<file path="src/rtl/sobel_mac_sequencer.sv">
// Sobel window sequencer: runs the X then Y coefficient/pixel streams through one
// shared MAC, then holds |Gx|+|Gy| and an edge flag under a valid/ready handshake.
module sobel_mac_sequencer #(
  parameter int ACC_W     = 12,
  parameter int NUM_TERMS = 6,
  parameter int TIMEOUT   = 15
) (
  input  logic                    clk,
  input  logic                    n_rst,
  input  logic                    start,
  output logic                    busy,
  output logic                    calc_enable_x,
  input  logic [4:0]              a_x,
  input  logic [4:0]              b_x,
  input  logic                    calc_done_x,
  output logic                    calc_enable_y,
  input  logic [4:0]              a_y,
  input  logic [4:0]              b_y,
  input  logic                    calc_done_y,
  input  logic [ACC_W:0]          threshold,
  output logic signed [ACC_W-1:0] gx,
  output logic signed [ACC_W-1:0] gy,
  output logic [ACC_W:0]          mag,
  output logic                    edge_flag,
  output logic                    term_err,
  output logic                    timeout_err,
  output logic                    result_valid,
  input  logic                    result_ready
);

  localparam int CNT_W = $clog2(TIMEOUT + 1);
  localparam logic [CNT_W-1:0] TERMS_C  = CNT_W'(NUM_TERMS);
  localparam logic [CNT_W-1:0] CYC_LAST = CNT_W'(TIMEOUT - 1);

  typedef enum logic [2:0] {
    IDLE,
    START_X,
    RUN_X,
    START_Y,
    RUN_Y,
    RESULT
  } state_t;

  state_t state, state_next;

  logic [CNT_W-1:0]        term_cnt, cycle_cnt;
  logic signed [ACC_W-1:0] acc_x, acc_y;

  logic clear_window, pass_done, pass_timeout, mac_en, load_result, run_y;

  logic [4:0]              op_a, op_b;
  logic signed [10:0]      prod;
  logic signed [ACC_W-1:0] prod_ext;
  logic [ACC_W:0]          mag_next;

  // Absolute value at ACC_W+1 bits so the most negative accumulator is exact.
  function automatic logic [ACC_W:0] magnitude(input logic signed [ACC_W-1:0] v);
    logic signed [ACC_W:0] w;
    logic [ACC_W:0]        r;
    w = (ACC_W+1)'(v);
    r = w[ACC_W] ? -w : w;
    return r;
  endfunction

  assign run_y    = (state == RUN_Y);
  assign op_a     = run_y ? a_y : a_x;
  assign op_b     = run_y ? b_y : b_x;
  assign prod     = 11'($signed(op_a)) * 11'($signed({1'b0, op_b}));
  assign prod_ext = ACC_W'(prod);
  assign mag_next = magnitude(acc_x) + magnitude(acc_y);

  always_ff @(posedge clk) begin
    if (!n_rst) state <= IDLE;
    else        state <= state_next;
  end

  always_comb begin
    state_next    = state;
    busy          = 1'b1;
    calc_enable_x = 1'b0;
    calc_enable_y = 1'b0;
    result_valid  = 1'b0;
    clear_window  = 1'b0;
    pass_done     = 1'b0;
    pass_timeout  = 1'b0;
    mac_en        = 1'b0;
    load_result   = 1'b0;
    case (state)
      IDLE: begin
        busy = 1'b0;
        if (start) begin
          clear_window = 1'b1;
          state_next   = START_X;
        end
      end
      START_X: begin
        calc_enable_x = 1'b1;
        state_next    = RUN_X;
      end
      RUN_X: begin
        if (calc_done_x) begin
          pass_done  = 1'b1;
          state_next = START_Y;
        end else if (cycle_cnt == CYC_LAST) begin
          pass_timeout = 1'b1;
          load_result  = 1'b1;
          state_next   = RESULT;
        end else begin
          mac_en = 1'b1;
        end
      end
      START_Y: begin
        calc_enable_y = 1'b1;
        state_next    = RUN_Y;
      end
      RUN_Y: begin
        if (calc_done_y) begin
          pass_done   = 1'b1;
          load_result = 1'b1;
          state_next  = RESULT;
        end else if (cycle_cnt == CYC_LAST) begin
          pass_timeout = 1'b1;
          load_result  = 1'b1;
          state_next   = RESULT;
        end else begin
          mac_en = 1'b1;
        end
      end
      RESULT: begin
        result_valid = 1'b1;
        if (result_ready) state_next = IDLE;
      end
      default: state_next = IDLE;
    endcase
  end

  always_ff @(posedge clk) begin
    if (!n_rst) begin
      acc_x       <= '0;
      acc_y       <= '0;
      term_cnt    <= '0;
      cycle_cnt   <= '0;
      term_err    <= 1'b0;
      timeout_err <= 1'b0;
      gx          <= '0;
      gy          <= '0;
      mag         <= '0;
      edge_flag   <= 1'b0;
    end else begin
      if (clear_window) begin
        acc_x       <= '0;
        acc_y       <= '0;
        term_cnt    <= '0;
        cycle_cnt   <= '0;
        term_err    <= 1'b0;
        timeout_err <= 1'b0;
        gx          <= '0;
        gy          <= '0;
        mag         <= '0;
        edge_flag   <= 1'b0;
      end
      if (mac_en) begin
        if (run_y) acc_y <= acc_y + prod_ext;
        else       acc_x <= acc_x + prod_ext;
        term_cnt  <= term_cnt + 1'b1;
        cycle_cnt <= cycle_cnt + 1'b1;
      end
      if (pass_done) begin
        if (term_cnt != TERMS_C) term_err <= 1'b1;
        term_cnt  <= '0;
        cycle_cnt <= '0;
      end
      if (pass_timeout) timeout_err <= 1'b1;
      // Accumulators are final here: the exit cycle never accumulates.
      if (load_result) begin
        gx        <= acc_x;
        gy        <= acc_y;
        mag       <= mag_next;
        edge_flag <= (mag_next >= threshold);
      end
    end
  end

endmodule

</file>
<file path="config.mk">
export PLATFORM = sky130hd
export DESIGN_NAME = sobel_mac_sequencer
export DESIGN_NICKNAME = d
export VERILOG_FILES = /design/src/rtl/sobel_mac_sequencer.sv
export SDC_FILE = /design/constraint.sdc
export NUM_CORES = 1
export LEC_CHECK = 0
export CAP_MARGIN = 20
export CORE_MARGIN = 2
export CORE_UTILIZATION = 40
export DETAILED_ROUTE_END_ITERATION = 16
export PLACE_DENSITY = 0.73
export SLEW_MARGIN = 30
export SYNTH_ARGS = -nofsm -noshare
export SYNTH_HDL_FRONTEND = slang
export SYNTH_SLANG_ARGS = --single-unit
export TNS_END_PERCENT = 30
</file>
<file path="constraint.sdc">
create_clock -name clk -period 13.3 [get_ports clk]
set_clock_uncertainty 0.05 [all_clocks]
set_input_delay 2.66 -clock clk [delete_from_list [all_inputs] [get_ports clk]]
set_output_delay 2.66 -clock clk [all_outputs]
set_load 0.03 [all_outputs]
</file>
==> reports/summary.txt, run 1 <==
GPL Wtd Cong -> 0.8784
Synth top area share -> 23.92%
Final Cell Area -> 7525 um2
Die width -> 129.3 um
Port bufs -> 82
Setup crit end kind -> flop
First-pass GRT wire length -> 25630 um
Nets -> 1000
Initial Util -> 41.14%
Worst setup path class -> in2reg
Peak supply drop -> 68.70 uV
Post-DP HPWL -> 11590 um
Dpl cell area -> 7211 um2
Synthesized instance count -> 811
Mean Syn Cell Area -> 7.740 um2
Die span in y -> 129.3 um
Pre-CTS setup slack -> 5.311 ns
Syn_nets -> 940
Maxcap violations -> 0
Final core utilization -> 49.32%
Tmin final -> 7.614 ns
Crit Path Max Fanout -> 7
Drt drc -> 0
Number of synthesis warnings -> 0
Leakage -> 3.233 nW
Worst hold-check path type -> reg2reg
GRT Util Overall -> 18.93%
Hold WS -> 0.4144 ns
Final setup fails -> 0
Most used flip-flop cell after synthesis -> dfxtp_1
Unrepaired setup endpoints after global routing -> false
CP Data Arrival Time -> 7.77 ns
Total I/O pin count -> 83
Simple-gate share of the synthesized area -> 22.50%
Post-synthesis sequential area ratio -> 23.92%
WL per Instance -> 14.50 um
Final Hold Fails -> 0
Peak Freq -> 131.3 MHz
Clock latency on the worst-skew pair -> 0.34 ns
Xor/xnor cell area share of the yosys netlist -> 7.395%
Power per cell area -> 99.06 nW/um2
Worst Path Required -> 13.45 ns
Overflow left after global routing -> 0
CTS tree -> yes
Library cells used by synthesis -> 59
Async SR Flop Fraction -> 0%
Worst slew pin tran -> 0.8705 ns
Synth top cells by count -> nand2_1, nand3_1, a21oi_1, ha_1, dfxtp_1
Maximum clock insertion buffer count -> 2
Post-synthesis compound-gate area fraction -> 19.41%
H-tree depth -> 3
Largest net degree at the start of global routing -> 67
Slew headroom -> 41.86%
# rows -> 45
# resized after CTS -> 0
Synth area leaders -> dfxtp_1, ha_1, nand3_1
EDFF count, synth -> 0
CTS Buf Count -> 9
First-iteration detailed-routing DRC count -> 334
Initial antenna violation count -> 0
Synth Area in Adders -> 19.49%
Antenna Nets Post-Route -> 0
Most frequent cell after synthesis -> nand2_1
FF+latch count, synth -> 75
DR pass1 iterations -> 4
Final period utilization -> 57.24%
Synth area leader -> dfxtp_1
Synth Cell Area -> 6277 um2
Mux contribution to synthesized area -> 1.017%
# clock sinks -> 75
Vias -> 5854
Share of cells above drive strength 1 -> 3.425%
Avg Vias per Cell -> 5.385
Final wirelength -> 15770 um
Number of global-route vias before repair -> 5194
Startpoint Class -> input pin
ANT cells -> 0
Setup Fix Bufs, Post-CTS -> 0
Total Die Area -> 16710 um2
Core ar. -> 15260 um2
Setup WS post-layout -> 5.686 ns
Setup TNS -> 0 ns
Final Slew Violations -> 0
Clk pin slew, worst setup/hold paths -> 0.06 ns
Status -> complete, no violations
CTS root buf -> clkbuf_16
Largest family of logic cells by synthesized area -> simple AND/OR/NAND/NOR gates
Hold-fix buffers, CTS -> 0
Area growth from synthesis to layout -> 19.87%
==> per-stage QoR <==
| step | cells | power [mW] |
|---|---|---|
| after floorplan | 811 | 0.4301 |
| after global placement | 1071 | 0.4897 |
| after detailed placement | 1071 | 0.4917 |
| after CTS | 1087 | 0.7488 |
| after global routing | 1087 | 0.7898 |
| final | 1087 | 0.7454 |
==> layout make-up <==
| cell class | instances | area (um2) |
|---|---|---|
| inverter | 53 | 201.4 |
| sequential | 75 | 1501 |
| clock buffer | 12 | 266.5 |
| timing repair buffer | 87 | 858.3 |
| multi-input combinational | 645 | 4385 |
| tap | 211 | 264.0 |
| fill | 1511 | 7734 |
| clock inverter | 4 | 47.55 |
==> path summary, 6_finish.rpt <==
kind	end	cells after the start	startpoint	slack (ns)
max	acc_x[11]	22	a_x[4]	5.69
min	gy[4]	2	gy[4]	0.41
max reg2reg	acc_x[11]	23	state[2]	6.95
min reg2reg	gy[4]	2	gy[4]	0.41
==> cells by family (layout without fill, tap and decap cells) <==
logic type,Yosys count,in the layout
compound gates,195,195
xor+xnor,53,53
fa+ha+maj,90,90
buf+inv,91,156
flops,75,75
mux,6,6
simple gates,301,301
==> worst max-delay path, cell delays in order <==
cell	delay, ns
clkdlybuf4s50_1	0.40
nand2_1	0.05
nand2_1	0.21
and3_1	0.23
fa_1	0.53
inv_1	0.05
fa_1	0.50
fa_1	0.54
inv_1	0.04
ha_1	0.33
and3_1	0.19
a221o_1	0.35
nor2_1	0.12
xnor2_1	0.16
ha_1	0.33
a21o_1	0.20
a21o_1	0.17
a21oi_1	0.15
o31ai_1	0.10
xnor2_1	0.15
o2111ai_1	0.20
o41ai_1	0.10
==> registers in the layout, summed over array words and instances, names as in the netlist <==
signal and flops:
cycle_cnt 4, term_cnt 4, gy 12, term_err 1, edge_flag 1, acc_y 12
gx 12, mag 13, acc_x 12, timeout_err 1, state 3
==> layout by cell type, fill, tap and decap left out, types with 3 or more instances in the layout <==
master and n:
and3_1 11, nor2b_1 3, and2_1 5, a21o_1 22, nand3_1 96, o41ai_1 5, o21ai_1 8, nand2_1 106
a41oi_1 4, o211ai_1 3, clkbuf_8 3, a21oi_1 86, o21ai_0 20, clkbuf_16 9, dfxtp_1 75, nand2b_1 16
inv_1 51, a2111oi_0 3, nor4_1 6, xor2_1 11, o21a_1 4, ha_1 77, buf_4 5, xnor2_1 42
nand4_1 6, o2111ai_1 3, mux2i_1 3, nor3_1 11, o21bai_1 4, a31oi_1 8, a211oi_1 5, fa_1 13
o31ai_1 5, clkdlybuf4s50_1 82, or3_1 4, nor2_1 31
==> routing by layer <==
metal | track usage [%] | vias to the layer above | share of wire [%]
met5 | 0 | - | 0
met4 | 5.435 | 0 | 1.5
met3 | 2.560 | 18 | 4.5
met2 | 31.42 | 153 | 47
met1 | 25.75 | 2689 | 47
li1 | - | 2994 | -
==> report_power, final <==
part | total (mW) | switching (mW) | internal, mW
Sequential | 0.235 | 0.00707 | 0.228
Clock | 0.256 | 0.0956 | 0.160
Combinational | 0.255 | 0.151 | 0.104
No activity file was read; power rests on OpenSTA's default activity.
==> run 2: changes to the inputs <==
- clock period: 13.3 -> 7.6 ns (I/O delays scaled with it)
==> reports/summary.txt, run 2 (synthesized netlist as in run 1, its figures left out) <==
Maxcap violations -> 0
Setup TNS -> 0 ns
GRT Util Overall -> 19.11%
CTS tree -> yes
ANT cells -> 0
# clock sinks -> 75
Startpoint Class -> input pin
Power per cell area -> 173.3 nW/um2
Maximum clock insertion buffer count -> 2
CP Data Arrival Time -> 6.61 ns
Final Slew Violations -> 0
First-pass GRT wire length -> 26100 um
WL per Instance -> 14.65 um
Nets -> 1001
Peak supply drop -> 120.2 uV
Power Total -> 1.303 mW
Peak Freq -> 154.8 MHz
Share of cells above drive strength 1 -> 3.535%
Critical path origin -> a_y[4]
Final setup fails -> 0
First-iteration detailed-routing DRC count -> 404
Status -> complete, no violations
Setup crit end kind -> flop
Worst slew pin tran -> 0.9258 ns
Drt drc -> 0
CP Capture Point -> acc_x[11]
Avg Vias per Cell -> 5.498
Post-DP HPWL -> 11650 um
Clock latency on the worst-skew pair -> 0.34 ns
Reg2Reg Capture Point -> acc_x[11]
Core ar. -> 15260 um2
Total Die Area -> 16710 um2
Total I/O pin count -> 83
Number of global-route vias before repair -> 5362
DR pass1 iterations -> 5
CTS root buf -> clkbuf_16
Port bufs -> 82
GPL Wtd Cong -> 0.9012
Clk pin slew, worst setup/hold paths -> 0.06 ns
FF-to-FF Start -> state[1]
R2R depth -> 24
Die span in y -> 129.3 um
Tmin final -> 6.461 ns
Final wirelength -> 15940 um
Setup Fix Bufs, Post-CTS -> 0
Initial antenna violation count -> 0
Initial Util -> 41.14%
Final Hold Fails -> 0
Largest register FFs -> 13
Biggest register -> mag
# rows -> 45
Area growth from synthesis to layout -> 19.79%
Slew headroom -> 38.17%
Worst Path Required -> 7.75 ns
Largest net degree at the start of global routing -> 66
Worst hold-check path type -> reg2reg
Leakage -> 3.225 nW
Crit Path Max Fanout -> 7
Final period utilization -> 85.01%
Die width -> 129.3 um
Antenna Nets Post-Route -> 0
Worst setup path class -> in2reg
Unrepaired setup endpoints after global routing -> false
Vias -> 5982
Final core utilization -> 49.28%
Overflow left after global routing -> 0
Commonest non-fill, non-tap cell in the layout -> nand2_1
Most frequent cells in the layout -> nand2_1, nand3_1, a21oi_1, clkdlybuf4s50_1, ha_1
Hold-fix buffers, CTS -> 0
# resized after CTS -> 0
CTS Buf Count -> 9
Reg-to-reg slack, setup -> 1.62 ns
H-tree depth -> 3
run 2: changes by cell type in the layout (fill, tap and decap cells not counted), sizes merged:
cell / delta
inv: +2
clkbuf: -3
clkinvlp: +1
buf: +1
run 2: power by group:
group	leakage, nW	total (mW)	switching (mW)	internal [mW]
registers	0.605	0.411	0.0121	0.399
logic	2.48	0.449	0.266	0.183
clock network	0.142	0.443	0.187	0.257
run 2: stage by stage:
step / worst slack, ns / area (um2) / cells / hold WS [ns]
after global routing: 0.8219 / 7520 / 1088 / 0.4357
after CTS: 1.128 / 7520 / 1088 / 0.4087
after detailed placement: 0.7683 / 7218 / 1072 / 0.3998
after global placement: 0.8429 / 7216 / 1072 / 0.3987
after floorplan: 1.529 / 6277 / 811 / 0.3807
final: 1.139 / 7520 / 1088 / 0.4058
run 2: per-layer routing:
layer,track usage [%],share of wire [%],vias up
met3,2.312,4.5,28
met4,6.650,2.4,0
met1,25.48,46,2774
met5,0,0,-
li1,-,-,3004
met2,31.98,47,176
run 2: worst min-delay path by stage:
stage	depth (start not counted)	slack [ns]	startpoint	to
floorplan	1	0.38	term_cnt[3]	term_cnt[3]
global placement	1	0.40	term_cnt[3]	term_cnt[3]
detailed placement	2	0.40	timeout_err	timeout_err
CTS	2	0.41	timeout_err	timeout_err
global route	2	0.44	timeout_err	timeout_err
finish	2	0.41	timeout_err	timeout_err
run 2: critical path, stage by stage:
cell             delay, ns
clkdlybuf4s50_1       0.39
nand2_1               0.06
nand2_1               0.18
and3_1                0.23
fa_1                  0.53
inv_1                 0.06
fa_1                  0.51
fa_1                  0.55
inv_1                 0.04
ha_1                  0.33
and3_1                0.19
a221o_1               0.34
nor2_1                0.13
xnor2_1               0.16
ha_1                  0.32
a21o_1                0.20
a21o_1                0.17
a21oi_1               0.15
o31ai_1               0.10
xnor2_1               0.15
o2111ai_1             0.20
o41ai_1               0.10
run 2: area by class of cell:
| cell class | count | area [um2] |
|---|---|---|
| Sequential cell | 75 | 1501 |
| Inverter | 53 | 201.4 |
| Clock buffer | 9 | 225.2 |
| Tap cell | 211 | 264.0 |
| Clock inverter | 7 | 76.32 |
| Multi-Input combinational cell | 645 | 4385 |
| Fill cell | 1523 | 7739 |
| Timing Repair Buffer | 88 | 865.8 |
==> run 3: changes to the inputs <==
- SLEW_MARGIN: 30 -> not set
==> reports/summary.txt, run 3 (synthesized netlist as in run 1, its figures left out) <==
Status -> complete, no violations
CTS root buf -> clkbuf_16
Number of global-route vias before repair -> 5334
Vias -> 5985
WL per Instance -> 14.76 um
Most frequent cells in the layout -> nand2_1, nand3_1, a21oi_1, clkdlybuf4s50_1, ha_1
Die span in y -> 129.3 um
Commonest non-fill, non-tap cell in the layout -> nand2_1
GRT Util Overall -> 19.20%
Final period utilization -> 85.06%
Largest net degree at the start of global routing -> 66
Clock latency on the worst-skew pair -> 0.35 ns
Area occupied by multi-input gates -> 4385 um2
P_sw -> 0.4687 mW
CP Capture Point -> acc_x[11]
Final Slew Violations -> 0
Setup Fix Bufs, Post-CTS -> 0
Hold WS -> 0.4079 ns
Drt drc -> 0
Clock share of power -> 35.8%
DR pass1 iterations -> 5
First-iteration detailed-routing DRC count -> 388
Total Die Area -> 16710 um2
Maximum clock insertion buffer count -> 2
# rows -> 45
# resized after CTS -> 0
Largest register FFs -> 13
Antenna Nets Post-Route -> 0
Unrepaired setup endpoints after global routing -> false
Total I/O pin count -> 83
Leakage -> 3.240 nW
Final setup fails -> 0
Final wirelength -> 16070 um
Setup crit end kind -> flop
Clk pin slew, worst setup/hold paths -> 0.06 ns
# clock sinks -> 75
Maxcap violations -> 0
Setup TNS -> 0 ns
Worst hold-check path type -> reg2reg
Crit Path Max Fanout -> 7
Core ar. -> 15260 um2
Tmin final -> 6.465 ns
Comb pwr share -> 33.6%
Reg2Reg Capture Point -> acc_x[11]
Register Area -> 1501 um2
First-pass GRT wire length -> 26250 um
Final Hold Fails -> 0
Avg Vias per Cell -> 5.496
Die width -> 129.3 um
Biggest register -> mag
Fillers -> 1516
CTS Buf Count -> 9
CTS tree -> yes
Share of cells above drive strength 1 -> 3.645%
Pint -> 0.8721 mW
CP Data Arrival Time -> 6.63 ns
Overflow left after global routing -> 0
R2R depth -> 24
Startpoint Class -> input pin
Worst setup path class -> in2reg
Peak supply drop -> 150.0 uV
Flop pwr share -> 30.7%
Initial Util -> 41.14%
Power Total -> 1.341 mW
Power per cell area -> 177.3 nW/um2
Switching share of power -> 34.96%
Critical path origin -> a_x[4]
Nets -> 1002
Slew headroom -> 37.66%
GPL Wtd Cong -> 0.9012
Hold-fix buffers, CTS -> 0
ANT cells -> 0
Area growth from synthesis to layout -> 20.45%
Worst Path Required -> 7.76 ns
H-tree depth -> 3
FF-to-FF Start -> state[1]
Peak Freq -> 154.7 MHz
Worst slew pin tran -> 0.9334 ns
Reg-to-reg slack, setup -> 1.60 ns
Post-DP HPWL -> 11660 um
Port bufs -> 82
Initial antenna violation count -> 0
Hold_sp -> timeout_err
## run 3: changes by cell type in the layout (fill, tap and decap cells not counted)
cell	delta
buf_12	+1
bufinv_16	+1
clkinv_2	-1
clkinv_4	-1
clkinvlp_4	+1
inv_2	+1
inv_4	-1
## run 3: layout make-up
| type | count | share of cell area [%] |
|---|---|---|
| timing repair buffer | 89 | 11.72 |
| clock inverter | 7 | 1.324 |
| tap | 211 | 3.492 |
| multi-input combinational | 645 | 58.00 |
| inverter | 53 | 2.631 |
| sequential | 75 | 19.86 |
| clock buffer | 9 | 2.979 |
## run 3: power groups by stage
| stage | Sequential, mW | Clock (mW) | Combinational (mW) |
|---|---|---|---|
| floorplan | 0.413 | 0 | 0.339 |
| global placement | 0.419 | 0 | 0.438 |
| detailed placement | 0.420 | 0 | 0.442 |
| CTS | 0.411 | 0.481 | 0.446 |
| global route | 0.412 | 0.499 | 0.501 |
| finish | 0.411 | 0.480 | 0.450 |
## run 3: worst min path at each step
stage / endpoint / depth (start not counted)
final: timeout_err / 2
after global routing: gy[2] / 2
after CTS: timeout_err / 2
after detailed placement: timeout_err / 2
after global placement: term_cnt[3] / 1
after floorplan: term_cnt[3] / 1
## run 3: routing by layer
metal	wire length (um)	part of all wire (%)	track usage, %
met5	0	0	0
met4	368	2.3	6.138
met3	660	4.1	2.560
met2	7553	47	31.86
met1	7487	47	25.91
## run 3: worst max-delay path, cell delays in order
cell and delay, ns:
clkdlybuf4s50_1 0.39, nand2_1 0.05, nand2_1 0.19, and3_1 0.24
fa_1 0.53, inv_1 0.06, fa_1 0.51, fa_1 0.55
inv_1 0.04, ha_1 0.33, and3_1 0.19, a221o_1 0.34
nor2_1 0.13, xnor2_1 0.16, ha_1 0.32, a21o_1 0.19
a21o_1 0.18, a21oi_1 0.15, o31ai_1 0.10, xnor2_1 0.15
o2111ai_1 0.20, o41ai_1 0.10
## run 3: through the flow
stage | instances | util (%) | area, um2 | setup slack [ns]
after floorplan | 811 | - | 6277 | 1.529
after global placement | 1072 | 47.29 | 7216 | 0.8429
after detailed placement | 1072 | 47.29 | 7216 | 0.7635
after CTS | 1088 | 49.42 | 7541 | 1.115
after global routing | 1089 | 49.55 | 7561 | 0.8335
final | 1089 | 49.55 | 7561 | 1.135
